===== src/rtl/rpn_input_conditioner.sv =====
// Button/switch front end for the RPN CPU: sync, debounce, sticky release flags, DINP source.
// Optional RPN_DINP_CAPTURE_EN: dinp snapshots the switches on the SMPL_BIT release instead of tracking them.
module rpn_input_conditioner #(
    parameter int          N_BTN     = 8,
    parameter logic [15:0] DB_CYCLES = 16'd50000,
    parameter int          SMPL_BIT  = 7
) (
    input  logic             clk,
    input  logic             reset,
    input  logic [N_BTN-1:0] btn_raw,
    input  logic [7:0]       sw_raw,
    input  logic [N_BTN-1:0] atc_clr,
    output logic [N_BTN-1:0] atc_flag,
    output logic [N_BTN-1:0] btn_level,
    output logic [7:0]       dinp
);

    localparam int             CW       = $clog2(DB_CYCLES) + 1;
    localparam logic [CW-1:0]  CNT_LAST = CW'(DB_CYCLES - 16'd1);

    typedef enum logic {
        ST_STABLE = 1'b0,
        ST_COUNT  = 1'b1
    } db_state_t;

    logic [N_BTN-1:0] r_btn_s1, r_btn_s2;
    logic [7:0]       r_sw_s1, r_sw_s2;
    logic [N_BTN-1:0] w_level;
    logic [N_BTN-1:0] r_level_d;
    logic [N_BTN-1:0] w_rel;
    logic [N_BTN-1:0] r_flag;
    logic [7:0]       r_dinp;

    always_ff @(posedge clk or negedge reset) begin
        if (!reset) begin
            r_btn_s1 <= '0;
            r_btn_s2 <= '0;
            r_sw_s1  <= '0;
            r_sw_s2  <= '0;
        end else begin
            r_btn_s1 <= btn_raw;
            r_btn_s2 <= r_btn_s1;
            r_sw_s1  <= sw_raw;
            r_sw_s2  <= r_sw_s1;
        end
    end

    for (genvar gi = 0; gi < N_BTN; gi++) begin : g_db
        db_state_t     r_state, w_state_nxt;
        logic [CW-1:0] r_cnt, w_cnt_nxt;
        logic          r_lvl, w_lvl_nxt;

        always_ff @(posedge clk or negedge reset) begin
            if (!reset) begin
                r_state <= ST_STABLE;
                r_cnt   <= '0;
                r_lvl   <= 1'b0;
            end else begin
                r_state <= w_state_nxt;
                r_cnt   <= w_cnt_nxt;
                r_lvl   <= w_lvl_nxt;
            end
        end

        // Toggle on the DB_CYCLES-th consecutive differing sample; counter stops at CNT_LAST.
        always_comb begin
            w_state_nxt = r_state;
            w_cnt_nxt   = r_cnt;
            w_lvl_nxt   = r_lvl;
            unique case (r_state)
                ST_STABLE: begin
                    if (r_btn_s2[gi] != r_lvl) begin
                        w_state_nxt = ST_COUNT;
                        w_cnt_nxt   = CW'(1);
                    end
                end
                ST_COUNT: begin
                    if (r_btn_s2[gi] == r_lvl) begin
                        w_state_nxt = ST_STABLE;
                        w_cnt_nxt   = '0;
                    end else if (r_cnt == CNT_LAST) begin
                        w_lvl_nxt   = ~r_lvl;
                        w_state_nxt = ST_STABLE;
                        w_cnt_nxt   = '0;
                    end else begin
                        w_cnt_nxt   = r_cnt + 1'b1;
                    end
                end
            endcase
        end

        assign w_level[gi] = r_lvl;
    end

    assign w_rel = r_level_d & ~w_level;

    always_ff @(posedge clk or negedge reset) begin
        if (!reset) begin
            r_level_d <= '0;
            r_flag    <= '0;
        end else begin
            r_level_d <= w_level;
            r_flag    <= (r_flag & ~atc_clr) | w_rel;
        end
    end

`ifdef RPN_DINP_CAPTURE_EN
    always_ff @(posedge clk or negedge reset) begin
        if (!reset) begin
            r_dinp <= '0;
        end else if (w_rel[SMPL_BIT]) begin
            r_dinp <= r_sw_s2;
        end
    end
`else
    always_ff @(posedge clk or negedge reset) begin
        if (!reset) begin
            r_dinp <= '0;
        end else begin
            r_dinp <= r_sw_s2;
        end
    end
`endif

    assign atc_flag  = r_flag;
    assign btn_level = w_level;
    assign dinp      = r_dinp;

endmodule


===== config.mk =====
export PLATFORM = sky130hd
export DESIGN_NAME = rpn_input_conditioner
export DESIGN_NICKNAME = d
export VERILOG_FILES = /design/src/rtl/rpn_input_conditioner.sv
export SDC_FILE = /design/constraint.sdc
export NUM_CORES = 1
export LEC_CHECK = 0
export BUFFER_PORTS_ARGS = -buffer_cell sky130_fd_sc_hd__clkbuf_2
export CAP_MARGIN = 15
export CELL_PAD_IN_SITES_DETAIL_PLACEMENT = 0
export CELL_PAD_IN_SITES_GLOBAL_PLACEMENT = 1
export CORE_ASPECT_RATIO = 0.6
export CORE_UTILIZATION = 52
export CTS_CLUSTER_DIAMETER = 50
export DETAILED_ROUTE_END_ITERATION = 16
export PLACE_DENSITY_LB_ADDON = 0.1
export SLEW_MARGIN = 25
export SYNTH_ARGS = -nofsm -noshare
export SYNTH_HDL_FRONTEND = slang
export SYNTH_SLANG_ARGS = --single-unit

===== constraint.sdc =====
create_clock -name clk -period 5.1 [get_ports clk]
set_input_delay 0.51 -clock clk [delete_from_list [all_inputs] [get_ports clk]]
set_output_delay 0.51 -clock clk [all_outputs]
set_load 0.1 [all_outputs]

==> summary.md <==
| Metric | Value |
|---|---|
| Status | `completed` |
| Setup bufs post-CTS | `0` |
| Pre-CTS setup slack | `2.669 ns` |
| # IOs | `50` |
| Area of the multi-input gates | `0.004454 mm²` |
| Clk_skew | `0.01690 ns` |
| Drt first pass iters | `5` |
| Synth Warn # | `0` |
| Post-Route WL | `21.61 mm` |
| Worst Setup Start Kind | `register` |
| Reg area | `0.005205 mm²` |
| Total global-route track usage | `22.21%` |
| Post-route setup TNS | `0 ns` |
| Post-synth top area share | `52.00%` |
| First-pass GRT wire length | `35.78 mm` |
| H-tree depth | `1` |
| Max-cap violations | `0` |
| Syn nets | `1077` |
| Fillers | `1586` |
| Post-route DRC | `0` |
| Crit path largest cell delay | `0.81 ns` |
| Detail Route Antenna Nets | `0` |
| Post-synth EDFFs | `0` |
| Slowest-stage cell, CP | `a21oi_1` |
| CP Max Fanout | `12` |
| Num CTS Buffers | `21` |
| CTS tree | `yes` |
| Nets | `1116` |
| Placed cell area | `0.01040 mm²` |
| N_diodes | `0` |
| Reg2Reg Setup Slack | `2.74 ns` |
| Clock buffer depth | `3` |
| Starting density of the core | `54.26%` |
| Vias in the first global route | `6713` |
| Largest Register | `g_db.r_cnt` |
| Crit path launch | `g_db[3].r_lvl` |
| Worst hold path type | `input port to register` |
| Worst Tran Pin Value | `0.9390 ns` |
| R2r worst-path depth | `5` |
| Worst Setup EP | `g_db[3].r_cnt[8]` |
| Netlist cell types | `58` |
| PnR worst setup slack | `2.739 ns` |
| Final Util | `60.31%` |
| Lkg Pwr | `5.021 nW` |
| PwrDens | `311.9 mW/mm²` |
| Cell taking the most area after synthesis | `dfrtp_1` |
| CP Capture Type | `register` |
| Routed via count | `7892` |
| Layout Cell Area excl Fill | `0.01113 mm²` |
| Clk_lat worst skew | `0.50 ns` |
| Max reg flops | `136` |
| Final worst path period need | `2.361 ns` |
| Crit path required time | `5.51 ns` |
| Async S/R FF share, synth | `100.0%` |
| Count of pins over their slew limit | `0` |
| Syn-to-layout area delta | `11.15%` |
| Die ar. | `0.01983 mm²` |
| Buffers and inverters on the worst path | `0` |
| Flops & latches, synth | `208` |
| CP Class | `register to register` |
| Drt via density | `5.907` |
| Post_cts resized | `0` |
| Total congestion overflow | `0` |
| Clock Sinks | `208` |
| Wire per inst | `16.18 µm` |
| Top FF cell, synth | `dfrtp_1` |
| HPWL after DPL | `14.78 mm` |
| Cell area after synthesis | `0.01001 mm²` |
| Critical path's top delay family | `compound AO/OA/AOI/OAI gates` |
| Syn Area/Cell | `9.597 µm²` |
| Top-count cell post-synth | `dfrtp_1` |
| Slew Limit Headroom | `37.17%` |
| R2R Path Start | `g_db[3].r_lvl` |
| RD Place Congestion | `0.8682` |
| Final setup viols | `0` |
| Fraction of layout cells with a size suffix above 1 | `10.86%` |
| Die width | `181.1 µm` |
| VDD IR max | `0.2028 mV` |
| CP Cell Sequence | `xor2_1 -> nand2_1 -> a21oi_1 -> o21ai_0 -> a31oi_1` |
| Clock root buffer | `clkbuf_16` |
| Synth area leaders | `dfrtp_1 (52%), nand3_1 (4.6%), nand2_1 (4.1%)` |
| Core Region | `0.01845 mm²` |
| Initial antenna violation count | `0` |
| Post-CTS Hold Buffers | `0` |
| Initial DRC count | `767` |
| IO buf count | `49` |
| Largest net degree at the start of global routing | `130` |
| Num rows | `38` |
| Post-Syn Instances | `1043` |
| Synth cell count leaders | `dfrtp_1 (208), nand2_1 (110), nand3_1 (92), o21ai_0 (71), nor2_1 (50)` |
| Worst EP arrival | `2.77 ns` |
| Tcrit/Tclk final | `46.29%` |
| Clk pin slew, worst setup/hold paths | `0.06 ns` |
| Reg2reg end | `g_db[3].r_cnt[8]` |
| Total power | `3.470 mW` |
| Hold Fails Final Rpt | `0` |
| Worst path depth | `5` |
| FMAX | `0.4236 GHz` |
| Post-synthesis sequential area ratio | `52.00%` |
| Die H | `109.5 µm` |
| RSZ-0062 raised after global routing | `no` |
-- through the flow --
step	hold slack (ns)	instances
floorplan	0.2144	1043
global placement	0.3324	1297
detailed placement	0.3347	1297
CTS	0.09126	1334
global route	0.09064	1336
finish	0.1111	1336
-- area by class of cell --
class | count | area share [%]
repair buffers | 53 | 2.767
inverters | 47 | 1.586
multi-input cells | 751 | 40.04
flip-flops and latches | 208 | 46.78
clock inverters | 10 | 1.023
well taps | 240 | 2.699
clock buffers | 27 | 5.106
-- power by group --
part	internal [mW]	switching (mW)	total, mW
logic	0.0625	0.146	0.209
registers	1.69	0.0336	1.72
clock network	0.895	0.642	1.54
total	2.65	0.823	3.47
-- cells by family after synthesis --
group	share of synthesized area, %
simple gates	26.76
compound gates	14.35
flops	52.00
buf+inv	3.587
mux	1.600
xor+xnor	0.7000
fa+ha+maj	1.000
-- worst reg2reg max path, stage by stage, from the launching register on --
cell,delay (ns)
dfrtp_1,0.43
xor2_1,0.33
nand2_1,0.30
a21oi_1,0.81
o21ai_0,0.20
a31oi_1,0.21
-- placed cells by master, fill, tap and decap left out, types with 28 or more instances in the layout --
master and count:
nand3_1 92, o21ai_0 71, nor2_1 48, inv_1 47, nand2_1 110, a21oi_1 44, clkbuf_2 48, dfrtp_1 208
and3_1 31, nor3_1 29, a21o_1 28, or3_1 35, nand4_1 28
-- layer usage --
layer	global-route usage [%]	part of all wire (%)	vias up
li1	-	-	3898
met1	39.47	57	3737
met2	26.62	35	234
met3	3.412	5.9	23
met4	4.177	1.5	0
met5	0	0	-
-- worst min-delay path by stage --
stage                            from     endpoint  slack [ns]  cells after the start
after detailed placement  r_btn_s1[3]  r_btn_s2[3]        0.33                      0
after CTS                  btn_raw[2]  r_btn_s1[2]        0.09                      1
after global placement     r_sw_s1[4]   r_sw_s2[4]        0.33                      0
final                      btn_raw[2]  r_btn_s1[2]        0.11                      1
after floorplan                 reset  atc_flag[0]        0.21                      0
after global routing       btn_raw[3]  r_btn_s1[3]        0.09                      1
(Power assumes the default switching activity.)
